[src/rtl/multicycle_controller.sv]
// Multi-cycle RV32I control FSM: one micro-step per clock, driving every datapath select and enable.
// Optional macro CTRL_ILLEGAL_TRAP_EN: unknown opcodes halt the FSM and raise a sticky Illegal flag.
module multicycle_controller #(
    parameter logic [3:0] RESET_STATE = 4'd0
) (
    input  logic       clk,
    input  logic       rst,
    input  logic [6:0] op,
    input  logic [2:0] func3,
    input  logic [6:0] func7,
    input  logic       Zero,
    output logic       PCWrite,
    output logic       AdrSrc,
    output logic       IRWrite,
    output logic       MemWrite,
    output logic       RegWrite,
    output logic [1:0] ResultSrc,
    output logic [1:0] ALUSrcA,
    output logic [1:0] ALUSrcB,
    output logic [2:0] ALUControl,
    output logic [2:0] ImmSrc,
    output logic       InstrDone,
    output logic       Illegal
);

`ifdef CTRL_ILLEGAL_TRAP_EN
    localparam logic TRAP_EN = 1'b1;
`else
    localparam logic TRAP_EN = 1'b0;
`endif

    localparam logic [6:0] OP_LW    = 7'b0000011;
    localparam logic [6:0] OP_SW    = 7'b0100011;
    localparam logic [6:0] OP_R     = 7'b0110011;
    localparam logic [6:0] OP_I     = 7'b0010011;
    localparam logic [6:0] OP_BR    = 7'b1100011;
    localparam logic [6:0] OP_JAL   = 7'b1101111;
    localparam logic [6:0] OP_JALR  = 7'b1100111;
    localparam logic [6:0] OP_LUI   = 7'b0110111;

    localparam logic [2:0] ALU_ADD  = 3'b000;
    localparam logic [2:0] ALU_SUB  = 3'b001;
    localparam logic [2:0] ALU_AND  = 3'b010;
    localparam logic [2:0] ALU_OR   = 3'b011;
    localparam logic [2:0] ALU_SLT  = 3'b100;
    localparam logic [2:0] ALU_XOR  = 3'b101;
    localparam logic [2:0] ALU_SLTU = 3'b110;

    typedef enum logic [3:0] {
        S_FETCH    = 4'd0,
        S_DECODE   = 4'd1,
        S_MEMADR   = 4'd2,
        S_MEMREAD  = 4'd3,
        S_MEMWB    = 4'd4,
        S_MEMWRITE = 4'd5,
        S_EXECR    = 4'd6,
        S_EXECI    = 4'd7,
        S_ALUWB    = 4'd8,
        S_JAL      = 4'd9,
        S_JALR     = 4'd10,
        S_JALRJ    = 4'd11,
        S_BRANCH   = 4'd12,
        S_LUI      = 4'd13,
        S_HALT     = 4'd14
    } state_t;

    state_t state_r;
    state_t next_s;
    logic   unused_s;

    // func7 bits other than the sub/add selector carry no meaning for this instruction subset
    assign unused_s = ^{func7[6], func7[4:0]};

    function automatic logic [2:0] alu_decode(input logic [2:0] f3, input logic sub_en);
        case (f3)
            3'b000:  alu_decode = sub_en ? ALU_SUB : ALU_ADD;
            3'b111:  alu_decode = ALU_AND;
            3'b110:  alu_decode = ALU_OR;
            3'b100:  alu_decode = ALU_XOR;
            3'b010:  alu_decode = ALU_SLT;
            3'b011:  alu_decode = ALU_SLTU;
            default: alu_decode = ALU_ADD;
        endcase
    endfunction

    function automatic logic known_op(input logic [6:0] o);
        case (o)
            OP_LW, OP_SW, OP_R, OP_I, OP_BR, OP_JAL, OP_JALR, OP_LUI: known_op = 1'b1;
            default: known_op = 1'b0;
        endcase
    endfunction

    // State register; reset abandons any in-flight instruction
    always_ff @(posedge clk or posedge rst) begin
        if (rst) begin
            state_r <= state_t'(RESET_STATE);
        end else begin
            state_r <= next_s;
        end
    end

    // Next-state sequencing
    always_comb begin
        next_s = S_FETCH;
        case (state_r)
            S_FETCH:  next_s = S_DECODE;
            S_DECODE: begin
                case (op)
                    OP_LW, OP_SW: next_s = S_MEMADR;
                    OP_R:         next_s = S_EXECR;
                    OP_I:         next_s = S_EXECI;
                    OP_BR:        next_s = S_BRANCH;
                    OP_JAL:       next_s = S_JAL;
                    OP_JALR:      next_s = S_JALR;
                    OP_LUI:       next_s = S_LUI;
                    default:      next_s = TRAP_EN ? S_HALT : S_FETCH;
                endcase
            end
            S_MEMADR: next_s = (op == OP_LW) ? S_MEMREAD : S_MEMWRITE;
            S_MEMREAD:  next_s = S_MEMWB;
            S_EXECR, S_EXECI, S_JAL, S_JALRJ: next_s = S_ALUWB;
            S_JALR:     next_s = S_JALRJ;
            S_HALT:     next_s = S_HALT;
            default:    next_s = S_FETCH;
        endcase
    end

    // Immediate format follows the opcode in every state
    always_comb begin
        case (op)
            OP_SW:   ImmSrc = 3'b001;
            OP_BR:   ImmSrc = 3'b010;
            OP_JAL:  ImmSrc = 3'b011;
            OP_LUI:  ImmSrc = 3'b100;
            default: ImmSrc = 3'b000;
        endcase
    end

    // State-decoded controls; BRANCH's PCWrite and the ALU op also look at the instruction fields
    always_comb begin
        PCWrite    = 1'b0;
        AdrSrc     = 1'b0;
        IRWrite    = 1'b0;
        MemWrite   = 1'b0;
        RegWrite   = 1'b0;
        ResultSrc  = 2'b00;
        ALUSrcA    = 2'b00;
        ALUSrcB    = 2'b00;
        ALUControl = ALU_ADD;
        InstrDone  = 1'b0;
        Illegal    = 1'b0;
        if (!rst) begin
            case (state_r)
                S_FETCH: begin
                    IRWrite   = 1'b1;
                    ALUSrcB   = 2'b10;
                    ResultSrc = 2'b10;
                    PCWrite   = 1'b1;
                end
                S_DECODE: begin
                    ALUSrcA   = 2'b01;
                    ALUSrcB   = 2'b01;
                    InstrDone = !TRAP_EN && !known_op(op);
                end
                S_MEMADR, S_JALR: begin
                    ALUSrcA = 2'b10;
                    ALUSrcB = 2'b01;
                end
                S_MEMREAD: AdrSrc = 1'b1;
                S_MEMWB: begin
                    ResultSrc = 2'b01;
                    RegWrite  = 1'b1;
                    InstrDone = 1'b1;
                end
                S_MEMWRITE: begin
                    AdrSrc    = 1'b1;
                    MemWrite  = 1'b1;
                    InstrDone = 1'b1;
                end
                S_EXECR: begin
                    ALUSrcA    = 2'b10;
                    ALUControl = alu_decode(func3, func7[5]);
                end
                S_EXECI: begin
                    ALUSrcA    = 2'b10;
                    ALUSrcB    = 2'b01;
                    ALUControl = alu_decode(func3, 1'b0);
                end
                S_ALUWB: begin
                    RegWrite  = 1'b1;
                    InstrDone = 1'b1;
                end
                S_JAL, S_JALRJ: begin
                    ALUSrcA = 2'b01;
                    ALUSrcB = 2'b10;
                    PCWrite = 1'b1;
                end
                S_BRANCH: begin
                    ALUSrcA   = 2'b10;
                    InstrDone = 1'b1;
                    case (func3)
                        3'b000: begin ALUControl = ALU_SUB; PCWrite = Zero;  end
                        3'b001: begin ALUControl = ALU_SUB; PCWrite = !Zero; end
                        3'b100: begin ALUControl = ALU_SLT; PCWrite = !Zero; end
                        3'b101: begin ALUControl = ALU_SLT; PCWrite = Zero;  end
                        default: PCWrite = 1'b0;
                    endcase
                end
                S_LUI: begin
                    ResultSrc = 2'b11;
                    RegWrite  = 1'b1;
                    InstrDone = 1'b1;
                end
                S_HALT:  Illegal = TRAP_EN;
                default: Illegal = 1'b0;
            endcase
        end else begin
            PCWrite = 1'b0;
        end
    end

endmodule

[config.mk]
export PLATFORM = sky130hd
export DESIGN_NAME = multicycle_controller
export DESIGN_NICKNAME = d
export VERILOG_FILES = /design/src/rtl/multicycle_controller.sv
export SDC_FILE = /design/constraint.sdc
export NUM_CORES = 1
export LEC_CHECK = 0
export ABC_AREA = 1
export CAP_MARGIN = 25
export CORE_AREA = 2 2 46 48
export CTS_CLUSTER_DIAMETER = 40
export CTS_CLUSTER_SIZE = 30
export DETAILED_ROUTE_END_ITERATION = 10
export DIE_AREA = 0 0 48 50
export GPL_ROUTABILITY_DRIVEN = 0
export PLACE_DENSITY = 0.78
export REMOVE_ABC_BUFFERS = 1
export SYNTH_ARGS = -nofsm -noshare
export SYNTH_HDL_FRONTEND = slang
export SYNTH_SLANG_ARGS = --single-unit
[constraint.sdc]
create_clock -name clk -period 3.2 [get_ports clk]
set_input_delay 0.64 -clock clk [delete_from_list [all_inputs] [get_ports clk]]
set_output_delay 0.64 -clock clk [all_outputs]
set_load 0.01 [all_outputs]
==> key figures <==
Timing
  – RSZ-0062 raised after global routing: no
  – Final count of negative-setup-slack endpoints: 0
  – Setup_tns: 0 ns
  – Worst setup margin: ~0.25 ns
  – Worst hold-check slack: roughly 0.69 ns
  – Post-route clock period utilization: between 90 and 100%
  – Max Clock Skew: about 0.0021 ns
  – Final Critical Period: between 2 and 3 ns
  – Final slew viol count: 0
  – Final hold vios: 0
  – F_max: ~0.34 GHz

Clock network
  – CTS tree: yes
  – Worst skew pair latency: ~0.23 ns
  – H-Tree Depth: 1
  – Clock Root Buffer: clkbuf_4
  – CTS max path bufs: 2
  – CTS Hold Buffers Added: 0
  – CTS sink count: 4
  – Total CTS buffers: 3
  – Post-CTS Setup Bufs: 0
  – Resized Gates After CTS: 0
  – Clock-pin slew on the worst setup and hold paths: about 0.04 ns

Floorplanning
  – Core ar.: between 1500 and 2000 um^2
  – Starting Density: 37.3%
  – Die Wd: around 48 um
  – FP Rows: 16
  – Die footprint: about 2400 um^2
  – Die height: ~50 um
  – I/O pins: 39

Detailed routing
  – Vias per Instance: a little under 5
  – Total number of vias: roughly 950
  – Post-route DRC: 0
  – Iteration-0 DRC Markers: 18
  – Drt total wl: just under 2 mm
  – First-pass DRT Iterations: 4
  – DRT antenna net count: 0
  – Avg WL per Cell: roughly 10 um

GRT
  – Number of global-route vias before repair: roughly 880
  – Initial antenna violation count: 0
  – GRT Util Overall: a little under a fifth
  – Largest net degree at the start of global routing: 13
  – First-pass GRT wire length: ~3.2 mm
  – Grt ovf: 0

Synthesis
  – Warnings, synthesis: 0
  – #FFs+latches synth: 4
  – Synth cell types: 23
  – Sequential share of the synthesized area: between 10% and 20%
  – Mean Syn Cell Area: ~5.1 um^2
  – Cells after Synth: ~140
  – Post-Syn Area: approximately 710 um^2

Power and ir drop
  – PD cells: 355 nW/um^2
  – Internal power: approximately 210 uW
  – Psw: about 170 uW
  – Sw frac: 43.9%
  – Peak supply drop: ~0.18 mV
  – Clk pwr share: between 10% and 20%
  – Static Leak: between 0.0005 and 0.0006 uW
  – Sequential power share: 20.7%
  – Gate power share: 63.3%

Worst setup path
  – RR Endpoint: state_r[0]$_DFF_PP0_
  – Critical path peak fanout: 4
  – Crit end category: output pin
  – R2r startpoint: state_r[1]$_DFF_PP0_
  – CP startpoint: op[4]
  – CP Data Required Time: ~2.6 ns
  – Startpoint Class: primary input
  – Worst r2r path cells: 5
  – End of the critical path: InstrDone
  – Worst setup path class: in -> out
  – CP arrival: 2.31 ns
  – R2r setup slk: roughly 2 ns

Layout
  – Layout cells sized above 1: between 10% and 20%
  – Largest regs: state_r (4)
  – Fill count: 204
  – Commonest non-fill, non-tap cell in the layout: nand2_1
  – Diodes inserted: 0
  – Top reg by flops: state_r
  – Most frequent cells in the layout: 39 x nand2_1, 31 x clkdlybuf4s50_1, 22 x nor2_1, 13 x inv_1, 11 x nand3_1
  – Nets: ~190
  – Area growth syn-to-layout: 50.1%
  – Max reg flops: 4

Min path
  – HP Class: in -> async

Placed design
  – DP Worst Slack: 0.248 ns
  – Detail Placement HPWL: about 1.6 mm
  – IO Port Bufs: 31

Flow run
  – Maxcap violations: 0

Status
  – Status: complete, no violations
-- metal layers --
layer / routed length [um] / track usage (%)
met2: 1070 / 33.6
met4: 27 / 7.66
met1: 779 / 18.2
met5: 0 / 0
met3: 99 / 2.93
-- critical path, stage by stage --
cell	delay, ns
clkdlybuf4s50_1	0.50
inv_1	0.08
nand3_1	0.13
nor2_1	0.07
nor2_1	0.19
nand4_1	0.11
nand2_1	0.07
clkdlybuf4s50_1	0.52
-- layout make-up --
type                            count  area, um^2  share of cell area, %
Clock buffer                        3        22.5                   2.12
Inverter                           22        83.8                   7.87
Timing Repair Buffer               32         318                   29.8
Multi-Input combinational cell    109         507                   47.6
Tap cell                           27        33.8                   3.17
Sequential cell                     4         100                   9.40
-- cell families (layout without fill, tap and decap cells) --
family | Yosys count | count (layout) | share of synthesized area (%)
AOI/OAI and AO/OA | 22 | 22 | 17.3
buffers and inverters | 25 | 57 | 14.5
DFF | 4 | 4 | 14.1
other | 1 | 1 | 0.529
and+or+nand+nor | 86 | 86 | 53.6
-- worst min-delay path by stage --
stage                               startpoint                   end  depth (start not counted)
after detailed placement  state_r[2]$_DFF_PP0_  state_r[0]$_DFF_PP0_                          3
after CTS                                  rst  state_r[2]$_DFF_PP0_                          2
final                                      rst  state_r[2]$_DFF_PP0_                          2
after floorplan                            rst  state_r[0]$_DFF_PP0_                          1
after global routing                       rst  state_r[3]$_DFF_PP0_                          2
after global placement    state_r[2]$_DFF_PP0_  state_r[0]$_DFF_PP0_                          3
-- per-stage QoR --
step	util [%]	instances	cell area, um^2	power [uW]
3_3_place_gp	54.8	194	1040	313
3_5_place_dp	54.8	194	1040	317
4_1_cts	56.0	197	1060	380
2_1_floorplan	-	135	691	211
5_1_grt	56.0	197	1060	406
6_report	56.0	197	1060	378
-- power by group through the flow --
stage | Combinational (uW) | Sequential (uW) | Clock, uW
5_1_grt | 260 | 80.6 | 65.3
6_report | 239 | 78.3 | 60.3
4_1_cts | 240 | 77.5 | 62.5
3_3_place_gp | 236 | 77.5 | 0
2_1_floorplan | 136 | 74.8 | 0
3_5_place_dp | 239 | 78.2 | 0
-- synthesized netlist by cell type, drive strengths merged --
cell    instances  area [um^2]
clkinv          3         12.5
o21ai          11         55.1
nor2           26          118
a21oi           8         43.8
inv            19         71.3
buf             2         15.0
nor3            2         10.0
clkbuf          1         3.75
nand2          44          178
nand4           2         12.5
dfrtp           4          100
o221a           1         11.3
nand3          11         55.1
nand3b          1         7.51
conb            1         3.75
a31oi           2         12.5
(Power assumes the default switching activity.)
